File: config.mk
export PLATFORM = sky130hd
export DESIGN_NAME = reg_bank_sb_flat
export DESIGN_NICKNAME = d
export VERILOG_FILES = /design/src/rtl/reg_bank_sb_if.sv /design/src/rtl/reg_bank_sb.sv /design/src/flat_wrapper.sv
export SDC_FILE = /design/constraint.sdc
export NUM_CORES = 2
export LEC_CHECK = 0
export BUFFER_PORTS_ARGS = -buffer_cell sky130_fd_sc_hd__buf_4
export CORE_UTILIZATION = 57
export CTS_CLUSTER_DIAMETER = 200
export CTS_CLUSTER_SIZE = 10
export DETAILED_ROUTE_END_ITERATION = 6
export PLACE_DENSITY = 0.76
export SETUP_SLACK_MARGIN = 0.5
export SYNTH_ARGS = -nofsm -noshare
export SYNTH_HDL_FRONTEND = slang
export SYNTH_SLANG_ARGS = --single-unit
File: constraint.sdc
create_clock -name clk -period 2.9 [get_ports clk]
set_clock_uncertainty 0.05 [all_clocks]
set_input_delay 0.145 -clock clk [delete_from_list [all_inputs] [get_ports clk]]
set_output_delay 0.145 -clock clk [all_outputs]
set_load 0.03 [all_outputs]
File: src/rtl/reg_bank_sb_if.sv
// ---------------------------------------------------------------------------
// reg_bank_sb_if: bus bundle for the reg_bank_sb register bank.
//   master modport : the pipeline/control side that issues reads, writes and
//                    pending marks and consumes operands and the hazard flag.
//   slave modport  : the register bank itself.
// Signals:
//   rd_addr_a/b  read addresses (rs/rt)       rd_data_a/b  registered read data
//   wr_en/addr/data  write-back               iss_en/iss_addr  mark pending
//   hazard       read targets a pending reg   busy_cnt     number of pending regs
// ---------------------------------------------------------------------------
interface reg_bank_sb_if #(
    parameter int unsigned DATA_W = 32
);
    logic [4:0]        rd_addr_a;
    logic [4:0]        rd_addr_b;
    logic [DATA_W-1:0] rd_data_a;
    logic [DATA_W-1:0] rd_data_b;
    logic              wr_en;
    logic [4:0]        wr_addr;
    logic [DATA_W-1:0] wr_data;
    logic              iss_en;
    logic [4:0]        iss_addr;
    logic              hazard;
    logic [5:0]        busy_cnt;

    modport master (
        output rd_addr_a, rd_addr_b, wr_en, wr_addr, wr_data, iss_en, iss_addr,
        input  rd_data_a, rd_data_b, hazard, busy_cnt
    );

    modport slave (
        input  rd_addr_a, rd_addr_b, wr_en, wr_addr, wr_data, iss_en, iss_addr,
        output rd_data_a, rd_data_b, hazard, busy_cnt
    );
endinterface

File: src/rtl/reg_bank_sb.sv
// ---------------------------------------------------------------------------
// reg_bank_sb: 32-entry register bank with a pending-write scoreboard.
//   - Two registered read ports (latency 1), r0 hard-wired to zero.
//   - One write-back port; a write to a pending register retires it.
//   - iss_en marks a destination pending; hazard flags reads of pending regs.
//   - busy_cnt tracks the number of pending registers (0..31).
// Ports:
//   clk      clock, rising edge
//   reset_n  asynchronous active-low reset
//   bus      reg_bank_sb_if.slave (see interface file for signal list)
// Configuration:
//   REG_BYPASS_EN  when defined, a same-cycle write is forwarded to a read of the
//                  same address, and hazard ignores a register being retired by
//                  this cycle's write. Undefined: reads see pre-write contents and
//                  hazard reflects pre-edge busy bits only.
// ---------------------------------------------------------------------------
module reg_bank_sb #(
    parameter int unsigned DATA_W = 32,
    parameter int unsigned NREGS  = 32
) (
    input logic          clk,
    input logic          reset_n,
    reg_bank_sb_if.slave bus
);

    logic [DATA_W-1:0] regs_q [NREGS];
    logic [NREGS-1:0]  busy_q, busy_d;
    logic [5:0]        cnt_q, cnt_d;
    logic [DATA_W-1:0] rd_a_q, rd_a_d, rd_b_q, rd_b_d;

    logic wr_ok, iss_ok, same_addr, wr_clr, iss_new;
    logic haz_a, haz_b;

    always_comb begin
        wr_ok     = bus.wr_en && (bus.wr_addr != 5'd0);
        iss_ok    = bus.iss_en && (bus.iss_addr != 5'd0);
        same_addr = bus.wr_addr == bus.iss_addr;
        // A write retires a pending bit unless a new issue re-arms it this cycle.
        wr_clr    = wr_ok && busy_q[bus.wr_addr] && !(iss_ok && same_addr);
        iss_new   = iss_ok && !busy_q[bus.iss_addr];
    end

    // Scoreboard next state: issue wins over write on the same address.
    always_comb begin
        busy_d = busy_q;
        if (wr_ok) begin
            busy_d[bus.wr_addr] = 1'b0;
        end
        if (iss_ok) begin
            busy_d[bus.iss_addr] = 1'b1;
        end
        cnt_d = cnt_q + {5'd0, iss_new} - {5'd0, wr_clr};
    end

    always_comb begin
        rd_a_d = '0;
        rd_b_d = '0;
        if (bus.rd_addr_a != 5'd0) begin
            rd_a_d = regs_q[bus.rd_addr_a];
`ifdef REG_BYPASS_EN
            if (bus.wr_en && (bus.wr_addr == bus.rd_addr_a)) begin
                rd_a_d = bus.wr_data;
            end
`endif
        end
        if (bus.rd_addr_b != 5'd0) begin
            rd_b_d = regs_q[bus.rd_addr_b];
`ifdef REG_BYPASS_EN
            if (bus.wr_en && (bus.wr_addr == bus.rd_addr_b)) begin
                rd_b_d = bus.wr_data;
            end
`endif
        end
    end

    always_comb begin
        haz_a = (bus.rd_addr_a != 5'd0) && busy_q[bus.rd_addr_a];
        haz_b = (bus.rd_addr_b != 5'd0) && busy_q[bus.rd_addr_b];
`ifdef REG_BYPASS_EN
        if (wr_clr && (bus.wr_addr == bus.rd_addr_a)) begin
            haz_a = 1'b0;
        end
        if (wr_clr && (bus.wr_addr == bus.rd_addr_b)) begin
            haz_b = 1'b0;
        end
`endif
    end

    always_ff @(posedge clk or negedge reset_n) begin
        if (!reset_n) begin
            for (int i = 0; i < NREGS; i++) begin
                regs_q[i] <= '0;
            end
            busy_q <= '0;
            cnt_q  <= '0;
            rd_a_q <= '0;
            rd_b_q <= '0;
        end else begin
            if (wr_ok) begin
                regs_q[bus.wr_addr] <= bus.wr_data;
            end
            busy_q <= busy_d;
            cnt_q  <= cnt_d;
            rd_a_q <= rd_a_d;
            rd_b_q <= rd_b_d;
        end
    end

    assign bus.rd_data_a = rd_a_q;
    assign bus.rd_data_b = rd_b_q;
    assign bus.busy_cnt  = cnt_q;
    assign bus.hazard    = haz_a || haz_b;

endmodule
File: src/flat_wrapper.sv
// flat-port wrapper written by rule: the top's interface ports become plain ports
module reg_bank_sb_flat 
#(
    parameter int unsigned DATA_W = 32,
    parameter int unsigned NREGS  = 32
)
  (clk, reset_n, bus_rd_addr_a, bus_rd_addr_b, bus_wr_en, bus_wr_addr, bus_wr_data, bus_iss_en, bus_iss_addr, bus_rd_data_a, bus_rd_data_b, bus_hazard, bus_busy_cnt);
  reg_bank_sb_if #(.DATA_W(DATA_W)) bus_i ();
  input logic clk;
  input logic reset_n;
  input wire logic [$bits(bus_i.rd_addr_a)-1:0] bus_rd_addr_a;
  input wire logic [$bits(bus_i.rd_addr_b)-1:0] bus_rd_addr_b;
  input wire logic [$bits(bus_i.wr_en)-1:0] bus_wr_en;
  input wire logic [$bits(bus_i.wr_addr)-1:0] bus_wr_addr;
  input wire logic [$bits(bus_i.wr_data)-1:0] bus_wr_data;
  input wire logic [$bits(bus_i.iss_en)-1:0] bus_iss_en;
  input wire logic [$bits(bus_i.iss_addr)-1:0] bus_iss_addr;
  output wire logic [$bits(bus_i.rd_data_a)-1:0] bus_rd_data_a;
  output wire logic [$bits(bus_i.rd_data_b)-1:0] bus_rd_data_b;
  output wire logic [$bits(bus_i.hazard)-1:0] bus_hazard;
  output wire logic [$bits(bus_i.busy_cnt)-1:0] bus_busy_cnt;
  assign bus_i.rd_addr_a = bus_rd_addr_a;
  assign bus_i.rd_addr_b = bus_rd_addr_b;
  assign bus_i.wr_en = bus_wr_en;
  assign bus_i.wr_addr = bus_wr_addr;
  assign bus_i.wr_data = bus_wr_data;
  assign bus_i.iss_en = bus_iss_en;
  assign bus_i.iss_addr = bus_iss_addr;
  assign bus_rd_data_a = bus_i.rd_data_a;
  assign bus_rd_data_b = bus_i.rd_data_b;
  assign bus_hazard = bus_i.hazard;
  assign bus_busy_cnt = bus_i.busy_cnt;
  reg_bank_sb #(.DATA_W(DATA_W), .NREGS(NREGS)) u_core (.clk(clk), .reset_n(reset_n), .bus(bus_i));
endmodule
==> Word level (Yosys, flattened, before mapping) <==
Index checks and enable logic that the tools add are counted.
{ "word_totals": {"word_cells": 98, "output_inout_bits": 71, "regBits": 1126, "in_bits": 56} }
{ "classes": {"n_reduce_logical": 18, "n_eq_ne": 1, "mux": 25, "bitwise": 6, "order_cmp": 10, "addsub": 2} }
{ "ops": {"columns": ["operator", "n"], "rows": [
  ["$bwmux W1024", 1],
  ["$bmux W32 S5", 2],
  ["$mux W32", 9],
  ["$demux W32 S5", 1],
  ["$and A32 B32 Y32", 1],
  ["$not A32 Y32", 1],
  ["$or A32 B32 Y32", 1],
  ["$lt A5 B6 Y1 const B", 4],
  ["$bmux W1 S5", 4],
  ["$reduce_bool A5 Y1", 4],
  ["$ge A6 B6 Y1 const B", 3],
  ["$not A5 Y6", 3],
  ["$logic_and A1 B1 Y1", 11],
  ["$demux W1 S5", 2],
  ["$ge A5 B1 Y1 const B", 2],
  ["$add A6 B1 Y6", 1],
  ["$lt A6 B1 Y1 const B", 1],
  ["$mux W1", 6],
  ["$sub A6 B1 Y6", 1],
  ["$eq A5 B5 Y1", 1],
  ["$logic_not A1 Y1", 2],
  ["$logic_or A1 B1 Y1", 1]
]} }

==> Depth between registers and ports, before layout <==
{ "depth": {"ltp_word": 9, "depth_mapped": 15, "mapped_depth_nobuf": 13} }

==> Worst setup path after synthesis <==
Ideal clock, no wire load.
{ "synth_path": {"path_type": "input to register", "start": "input port bus_wr_addr[0]", "end": "register u_core.cnt_q[4] (netlist: u_core.bus.busy_cnt[4])", "t_arrival_ns": 2.757, "path_buffers": 2, "setup_time_ns": 0.080, "t_required_ns": 2.770, "slack_ns": 0.013, "path_stages": 15, "path_cell_list": "buf_2 buf_2 mux4_2 nand2_1 mux2i_1 a22oi_1 a21oi_1 ha_1 inv_1 ha_1 fa_1 a21oi_1 nor2_1 nor2_1 xnor2_1"} }
{ "synth_between": {"elab_chain_len": 5, "word_cells_on_any_way": 10, "classes_between": "add/sub (1); eq/ne (1); mux (2); reduce/logical (6)"} }
{ "synth_lines": {"columns": ["element", "line", "rtl"], "rows": [
  ["from (decl)", "flat_wrapper.sv:14", "input wire logic [$bits(bus_i.wr_addr)-1:0] bus_wr_addr;"],
  ["$bmux W1 S5 (tied with other cells)", "reg_bank_sb.sv:39", "wr_clr = wr_ok && busy_q[bus.wr_addr] && !(iss_ok && same_addr);"],
  ["$mux W1 (not written as such) (tied with other cells)", "reg_bank_sb.sv:39", null],
  ["$logic_and A1 B1 Y1 or $logic_not A1 Y1 (tied branches)", "reg_bank_sb.sv:39", null],
  ["$logic_and A1 B1 Y1 *", "reg_bank_sb.sv:39", null],
  ["$sub A6 B1 Y6 *", "reg_bank_sb.sv:52", "cnt_d = cnt_q + {5'd0, iss_new} - {5'd0, wr_clr};"],
  ["net u_core.cnt_d[4]", "reg_bank_sb.sv:28", "logic [5:0] cnt_q, cnt_d;"],
  ["to (signal assigned)", "reg_bank_sb.sv:103", "cnt_q <= cnt_d;"],
  ["to (decl)", "reg_bank_sb.sv:28", null]
]} }
Mark *: on every way through the listed nets, which the timed path passes. The rest lies on a longest branch. The select of a mux whose other input is x is not followed.
A chain may end at the register's enable or synchronous reset.

==> Worst setup path after layout <==
{ "layout_path": {"start": "register u_core.busy_q[31]", "end": "register u_core.cnt_q[4] (netlist: u_core.bus.busy_cnt[4])"} }
{ "layout_between": {"elab_chain_len": 6, "word_cells_on_any_way": 10, "classes_between": "add/sub (2); mux (4); reduce/logical (4)"} }
{ "layout_lines": {"columns": ["element", "line", "rtl"], "rows": [
  ["from (decl)", "reg_bank_sb.sv:27", "logic [NREGS-1:0] busy_q, busy_d;"],
  ["from (signal assigned)", "reg_bank_sb.sv:102", "busy_q <= busy_d;"],
  ["$bmux W1 S5", "reg_bank_sb.sv:40", "iss_new = iss_ok && !busy_q[bus.iss_addr];"],
  ["$mux W1 (not written as such)", "reg_bank_sb.sv:40", null],
  ["$logic_not A1 Y1", "reg_bank_sb.sv:40", null],
  ["$logic_and A1 B1 Y1", "reg_bank_sb.sv:40", null],
  ["$add A6 B1 Y6", "reg_bank_sb.sv:52", null],
  ["$sub A6 B1 Y6 *", "reg_bank_sb.sv:52", null],
  ["net u_core.cnt_d[4]", "reg_bank_sb.sv:28", null]
]} }
Marked as above.

==> results.ini <==
[synth]
syn-cell-area_um2=58430
ys.flop_type=dfrtp_1
yosysTopAreaCellShare_pct=48.22
netlist_instances=3584
synth_top_area_cell=dfrtp_1
synth_edf_count=0
syn-num-nets=3647
async_flop_share_pct=100.0
avgSynthCellArea_um2=16.30
synth.area.top_cells=dfrtp_1 48%, mux4_2 26%, mux2_2 17%
ys_ff_latch=1126
synthDistinctLibCells=46
ys_seq_area_share_pct=48.22
synth_warnings=0

[clocking]
numCtsBuffers=130
root_buffer=clkbuf_16
cts.htree.levels=4
clock_latency_ns=0.73
cts_tree=done
clkSlewWorstSetupHoldPaths_ns=0.06
clkSinkCount=1126
clock_path_buffers=3

[power]
powerDensity_nw_per_um2=700.4
peakVddDrop_uv=543.3
leakagePower_uw=0.02853

[timing]
slew_violations=0
relSlewSlack_pct=48.95
tightest_slew_ns=0.7657
fin_setup_tns_ns=0
min_period_over_period_pct=99.32
setup_viol_count_final=0
fmax_mhz=347.2
rsz0062_at_grt=true
hold_violations=0
worst_slack_ns=0.01973
fin_crit_ns=2.880

[placement]
place_congestion=0.8875
numPortBuffers=126
dp_hpwl_um=101900
dp.cells=4892
place_ws_ns=0.02046

[critical_path]
end_kind=register
reg2reg_slack_ns=0.02
rr_startpoint=u_core.busy_q[31]
rr_worst_depth=13
cp-startpoint=u_core.busy_q[31]
timing.rr.end=u_core.bus.busy_cnt[4]
required_ns=3.50
worstPathMaxFanout=2
critPathCapture=u_core.bus.busy_cnt[4]
path_class=register to register
cp-start-kind=register
worstPathArrival_ns=3.48

[global_routing]
grt_max_degree=122
antenna_found_initial=1
grt_remaining_overflow=0
grt.total_usage_pct=33.43
grt_pass1_wl_um=252800
grt_pass1_vias=38620

[final_layout]
fin_util_pct=64.79
area_growth_pct=12.81
layout.cells.non_filler=5079
multiInputGateArea_um2=28320
drive_above_1_share_pct=55.97
final_cell_mix=1126 x dfrtp_1, 868 x mux2_2, 672 x mux4_2, 271 x buf_4, 134 x clkbuf_16
n_fill_cell=6804
layout_commonest_cell=dfrtp_1
ff_latch_area_um2=28180
nets=3766
insertedDiodeCount=0

[run]
maxCapViolations=0

[floorplan]
initial_core_util_pct=57.43
ios=127
die_h_um=322.2
core_area_um2=101700
die-area_um2=103800
die_w_um=322.2
std_cell_rows=117

[worst_hold_path]
hold_path_class=input pin to register

[routing]
drc=0
viasPerCell=7.097
final_antenna_net_count=0
routedWlPerCell_um=33.06
drtPass1Iterations=7
via_count=36040
drt-initial-drc-count=3606
routed_wl_um=167900

[status]
outcome=finished, final reports clean

[worst min path at each step]
stage	cells past startpoint	start	endpoint	slack [ns]
2_1_floorplan	0	reset_n	u_core.bus.busy_cnt[0]	-0.20
3_3_place_gp	1	reset_n	u_core.regs_q[611]	0.12
3_5_place_dp	1	reset_n	u_core.bus.rd_data_a[4]	0.14
4_1_cts	3	bus_wr_en	u_core.busy_q[9]	0.001
5_1_grt	3	bus_wr_en	u_core.busy_q[9]	0.02
6_report	3	bus_wr_en	u_core.busy_q[9]	0.07
[where the power goes]
group | switching, uW | internal [uW]
Combinational | 4350 | 6390
Clock | 6120 | 8190
Sequential | 2290 | 18800
[per-stage QoR]
step,hold WS [ns],power (uW),area (um^2)
2_1_floorplan,-0.2006,28240,58450
5_1_grt,0.02264,47920,65920
4_1_cts,0.001475,46170,65810
6_report,0.06651,46170,65920
3_5_place_dp,0.1350,31760,61900
3_3_place_gp,0.1238,30920,61900
[repair_timing]
item | CTS | global route
pin swaps | 6 | 8
resized for setup | 5 | 18
endpoints found under the hold margin | 1496 | 0
setup buffers | 0 | 2
setup endpoints to repair | 6 | 6
hold buffers | 45 | 0
[layer usage]
metal	track usage [%]	share of wire, %
met5	0	0.0060
met4	13.41	4.2
met3	8.137	9.0
met2	51.51	48
met1	46.26	39
[cells by family (layout without fill, tap and decap cells)]
group,count (synthesis),in the layout,share of synthesized area (%)
adder cells (fa/ha/maj),7,7,0.1627
AO/OA/AOI/OAI,119,119,1.203
AND/OR/NAND/NOR,150,150,1.191
buffers and inverters,494,621,3.803
multiplexers,1678,1678,45.27
flip-flops,1126,1126,48.22
XOR/XNOR,10,10,0.1499
[critical path, stage by stage, from the launching register on]
cell and delay [ns]:
dfrtp_1 0.40, mux4_2 0.48, mux2i_2 0.22, mux2i_1 0.13, a22oi_2 0.18, a21oi_2 0.10
ha_4 0.28, inv_2 0.03, ha_4 0.15, fa_2 0.35, a21oi_2 0.12, nor2_1 0.05
nor2_1 0.11, xnor2_1 0.14
[sequential cells by signal, indices dropped and copies added, names as in the netlist]
signal                count
u_core.bus.rd_data_a     32
u_core.bus.rd_data_b     32
u_core.bus.busy_cnt       6
u_core.regs_q          1024
u_core.busy_q            32
[synth_stat cells (all sizes together), types with 2 or more instances]
library cell	number
nand2	87
a22o	14
nand3b	4
nand4	6
xor2	4
dfrtp	1126
o211ai	2
nor3b	3
nor2b	7
mux2i	10
xnor2	6
clkbuf	213
nand2b	2
and3	2
buf	192
a21oi	8
a22oi	3
mux4	672
mux2	996
o41ai	2
o21ai	69
and2	3
nor3	8
ha	6
a31oi	2
nand3	9
o22ai	13
nor2	17
inv	89
[final cells by class]
class | instances | share of cell area (%)
Multi-Input combinational cell | 1964 | 42.96
Inverter | 89 | 0.5106
Clock buffer | 134 | 5.087
Tap cell | 1368 | 2.597
Sequential cell | 1126 | 42.75
Timing Repair Buffer | 392 | 5.975
Clock inverter | 6 | 0.1234
No activity file was read; power rests on OpenSTA's default activity.
